## config.mk

```make
export PLATFORM = sky130hd
export DESIGN_NAME = mem_wb_stage_reg
export DESIGN_NICKNAME = d
export VERILOG_FILES = /design/src/rtl/mem_wb_stage_reg.sv
export SDC_FILE = /design/constraint.sdc
export NUM_CORES = 1
export LEC_CHECK = 0
export BUFFER_PORTS_ARGS = -buffer_cell sky130_fd_sc_hd__buf_4
export CORE_UTILIZATION = 48
export DETAILED_ROUTE_END_ITERATION = 8
export GPL_TIMING_DRIVEN = 0
export PLACE_DENSITY = 0.85
export SETUP_SLACK_MARGIN = 0.02
export SYNTH_ARGS = -nofsm -noshare
export SYNTH_HDL_FRONTEND = slang
export SYNTH_SLANG_ARGS = --single-unit
```

## constraint.sdc

```tcl
create_clock -name clk -period 4.81 [get_ports clk]
set_input_delay 0.481 -clock clk [delete_from_list [all_inputs] [get_ports clk]]
set_output_delay 0.481 -clock clk [all_outputs]
set_load 0.02 [all_outputs]
```

## src/rtl/mem_wb_stage_reg.sv

```systemverilog
// mem_wb_stage_reg: MEM->WB pipeline register with stall/flush, WB mux, WB->EX forwarding compare and retire counter
module mem_wb_stage_reg #(
   parameter int DATA_W  = 32,
   parameter int RADDR_W = 4,
   parameter int CNT_W   = 16
) (
   input  logic               clk,
   input  logic               reset,
   input  logic               stall,
   input  logic               flush,
   input  logic               in_valid,
   input  logic [DATA_W-1:0]  load_data_in,
   input  logic [DATA_W-1:0]  alu_data_in,
   input  logic [RADDR_W-1:0] rd_in,
   input  logic               load_inst_in,
   input  logic               rf_en_in,
   input  logic [RADDR_W-1:0] src_a,
   input  logic [RADDR_W-1:0] src_b,
   input  logic               retire_clear,
   output logic [DATA_W-1:0]  load_data_out,
   output logic [DATA_W-1:0]  alu_data_out,
   output logic [RADDR_W-1:0] rd_out,
   output logic               load_inst_out,
   output logic               rf_en_out,
   output logic               valid_out,
   output logic [DATA_W-1:0]  wb_data,
   output logic               wb_en,
   output logic               fwd_a,
   output logic               fwd_b,
   output logic [CNT_W-1:0]   retire_count
);
   logic retire;
   always_ff @(posedge clk) begin
      if (reset) begin
         load_data_out <= '0;
         alu_data_out  <= '0;
         rd_out        <= '0;
         load_inst_out <= 1'b0;
         rf_en_out     <= 1'b0;
         valid_out     <= 1'b0;
      end else if (flush) begin
         load_inst_out <= 1'b0;
         rf_en_out     <= 1'b0;
         valid_out     <= 1'b0;
      end else if (!stall) begin
         load_data_out <= load_data_in;
         alu_data_out  <= alu_data_in;
         rd_out        <= rd_in;
         load_inst_out <= load_inst_in;
         rf_en_out     <= rf_en_in;
         valid_out     <= in_valid;
      end
   end
   // an instruction retires only when it actually leaves WB (not held, not squashed)
   assign retire = valid_out & ~stall & ~flush;
   always_ff @(posedge clk) begin
      if (reset || retire_clear)
         retire_count <= '0;
      else if (retire && retire_count != {CNT_W{1'b1}})
         retire_count <= retire_count + 1'b1;
   end
   assign wb_data = load_inst_out ? load_data_out : alu_data_out;
   assign wb_en   = rf_en_out & valid_out;
   assign fwd_a   = wb_en & (rd_out == src_a);
   assign fwd_b   = wb_en & (rd_out == src_b);
endmodule
```

Yosys cells after proc, flatten, opt, wreduce, memory -nomap -nowiden

Cells that the tools add are included.

Memory bits (writable): 0
Latch bits: 0
Register bits: 87
Output and inout port bits: 122
Input port bits: 84
Memories kept: 0
Bits in read-only memories: 0

$lt $le $gt $ge: 0
Shifts and indexed selects: 0
Reductions and logical operators: 4
Multipliers: 0
Divide/modulo/power cells: 0
Bitwise logic cells: 7
$add $sub $neg: 1
Eq/ne operators: 3
Muxes and demuxes: 1

Operator list:

| operator                | count |
|---|---|
| $mux W32                | 1 |
| $add A16 B1 Y16 const B | 1 |
| $ne A16 B16 Y1 const B  | 1 |
| $eq A4 B4 Y1            | 2 |
| $and A1 B1 Y1           | 5 |
| $not A1 Y1              | 2 |
| $reduce_and A2 Y1       | 1 |
| $reduce_or A2 Y1        | 1 |
| $logic_and A1 B1 Y1     | 1 |
| $logic_or A1 B1 Y1      | 1 |

Depth between registers and ports, before layout

Depth after elaboration: 4
Mapped depth: 7
Mapped depth without buffers: 5

Worst setup path after synthesis

OpenSTA, ideal clock, no wires.

Kind: reg2out
Start: register valid_out
End: output fwd_a
Slack: 2831 ps
Cell stages (with the launch flop): 4
Arrival: 1498 ps
Buffers on the path: 0
Data required time: 4329 ps
Path through: dfxtp_1 and2_1 nand2_1 nor4_1

Cells in the longest elaborated chain, start to end: 2

RTL lines:

| item                     | line | text |
|---|---|---|
| start: declaration       | 25   | `output logic valid_out,` |
| start signal: assignment | 51   | `valid_out <= in_valid;` |
| $and A1 B1 Y1            | 63   | `assign wb_en = rf_en_out & valid_out;` |
| net wb_en                | 27   | `output logic wb_en,` |
| $and A1 B1 Y1            | 64   | `assign fwd_a = wb_en & (rd_out == src_a);` |
| end: declaration         | 28   | `output logic fwd_a,` |

The timed path passes the listed nets, and every way through them passes these cells.

Worst setup path after layout

Start: register load_inst_out
End: output wb_data[24]

Cells in the longest elaborated chain, start to end: 1

RTL lines:

| item                     | line | text |
|---|---|---|
| start: declaration       | 23   | `output logic load_inst_out,` |
| start signal: assignment | 49   | `load_inst_out <= load_inst_in;` |
| $mux W32                 | 62   | `assign wb_data = load_inst_out ? load_data_out : alu_data_out;` |
| end: declaration         | 26   | `output logic [DATA_W-1:0] wb_data,` |

Every way passes these cells.

==> results.toml <==
[clock_tree]
cts.hold.buffers_added = 0
cts_tree = "yes"
cts_max_level = 3
cts_setup_buffers = 0
cts_root_buffer = "clkbuf_8"
cts_buffer_depth = 2
clk_latency_ns = 0.34
path_clk_slew_ns = 0.08
cts-buffers-inserted = 9
post_cts_resize_count = 0
cts.sinks = 87

[drt]
wl_per_cell_microns = 15.44
vias = 4119
drtPass1Iterations = 4
post_drt_via_cell_ratio = 5.294
drt-total-wl_mm = 12.01
final_antenna_net_count = 0
drc = 0
drt_iter0_drc = 94

[sta]
post-route-min-period_ns = 2.565
setup_viol = 0
hold_slack_ns = 0.3421
fin_skew_ns = 0.003046
fmax_ghz = 0.3899
final-hold-violation-count = 0
post-route-period-util_pct = 53.32
timing.setup.tns_ns = 0
rsz0062_at_grt = "no"
slew_violations = 0
max-slew-margin-rel_pct = 58.40
worst_pin_slew_ns = 0.6183

[synthesis]
yosysUniqueCellTypes = 36
yosysSeqAreaShare_pct = 46.51
avgSynthCellArea_sq_um = 8.159
synth_nets = 544
yosys_most_used_dff = "dfxtp_1"
synthesis.area_sq_um = 3745
syn-instance-count = 459
yosys_register_bits = 87
yosys.area.top_type = "dfxtp_1"
synth-edff-count = 0
synthTopCellsByArea = "dfxtp_1 47%, nand2_1 15%, a21oi_1 10%"
synthArstFlopShare_pct = 0
yosys.area.top_type_share_pct = 46.51
ys_warn_count = 0

[cells_and_area]
layout_common_cells = "204 x buf_4, 152 x nand2_1, 87 x dfxtp_1"
finalNonFillerCells = 778
synthToLayoutAreaGrowth_pct = 50.18
drive_above_1_share_pct = 37.56
final_util_pct = 75.92
n_antenna_cell = 0
final_nets = 759
final_common_cell = "buf_4"
postLayoutCellArea_sq_um = 5624

[global_route]
grt_usage_pct = 29.07
grt_max_degree = 14
overflow = 0
grt_pass1_vias = 3934
grt_pass1_wl_mm = 18.90
antenna_found_initial = 0

[critical_path]
ff2ff_path_depth = 6
path_depth = 4
arrival_ns = 2.08
path_common_cell = "clkbuf_1"
crit_required_ns = 4.33
crit_path_top_delay_cell = "clkbuf_1"
crit_chain = "clkbuf_1 > clkbuf_1 > mux2_2 > buf_4"
slowest_delay_ns = 0.52
cp_max_fo = 10
crit_family = "buffers and inverters"
criticalPathCategory = "flop to primary output"
r2r_setup_slack_ns = 2.77
crit_path_end_kind = "primary output"
worstSetupStartpointType = "flop"
path_buf_inv = 3

[placement]
dpl-instance-area_sq_um = 5400
io_buffers = 204
dp.cells = 762
finalWeightedCongestion = 0.8446
dpl.hpwl_mm = 9.136

[power]
irDropWorstVdd_mv = 0.1763
power.density_nw_per_um2 = 286.0
p_leak_uw = 0.002502

[floorplan]
die-area_sq_um = 8159
start_util_pct = 50.55
num_rows = 31
die_x_microns = 90.33
core_sq_um = 7408
pin_count = 206
die-height_microns = 90.33

[status]
outcome = "finished, final reports clean"

[hold_path]
min_path_type = "primary input to flop"
whs_path_depth = 2

[flow_run]
drv_cap = 0
per-layer routing:
metal	GRT usage [%]	part of all wire (%)	vias up
li1	-	-	1998
met4	13.17	2.8	0
met2	51.27	50	195
met3	7.744	8.3	31
met1	32.68	38	1895
met5	0	0	-
report_power, final:
group	internal (uW)	switching [uW]
Combinational	128	141
Clock	321	248
Sequential	747	23.6
flip-flops by register name, summed over array words and instances, names as in the netlist:
signal	cells
load_data_out	32
valid_out	1
retire_count	16
rd_out	4
rf_en_out	1
load_inst_out	1
alu_data_out	32
metrics by stage:
step           setup WS, ns  power (uW)
2_1_floorplan         2.831       912.2
3_3_place_gp          2.611        1048
3_5_place_dp          2.547        1055
4_1_cts               2.234        1611
5_1_grt               2.116        1665
6_report              2.245        1608
cell usage after synthesis, types with 4 or more instances:
cell type  number
nand3_1         5
nand2_1       152
mux2_2         32
xor2_1          6
mux2i_1         7
o21ai_0         4
a21oi_1        76
nor4_1          6
nand4_1         5
or4_1           4
clkbuf_1       27
nor3_1          6
dfxtp_1        87
nor2_1          6
or3_1           7
final timing paths:
path / startpoint / to
max: load_inst_out / wb_data[24]
min: flush / load_inst_out
max reg2reg: retire_count[0] / retire_count[3]
min reg2reg: alu_data_out[5] / alu_data_out[5]
layout make-up:
| type | count | area (sq um) |
|---|---|---|
| tap | 99 | 123.9 |
| buffer | 31 | 126.4 |
| multi-input combinational | 340 | 1873 |
| clock inverter | 3 | 65.06 |
| inverter | 1 | 3.754 |
| fill | 548 | 1784 |
| clock buffer | 13 | 158.9 |
| timing repair buffer | 204 | 1531 |
| sequential | 87 | 1742 |
kinds of logic (layout without fill, tap and decap cells):
family / after synthesis / count (layout) / synth area share, %
and+or+nand+nor: 199 / 199 / 22.75
DFF: 87 / 87 / 46.51
adders and majority gates: 1 / 1 / 0.3341
xor gates and xnor gates: 8 / 8 / 1.871
muxes: 39 / 39 / 11.49
buffers and inverters: 32 / 252 / 3.475
AOI/OAI and AO/OA: 93 / 93 / 13.57
Note: power is estimated with default switching activity, not from simulation.
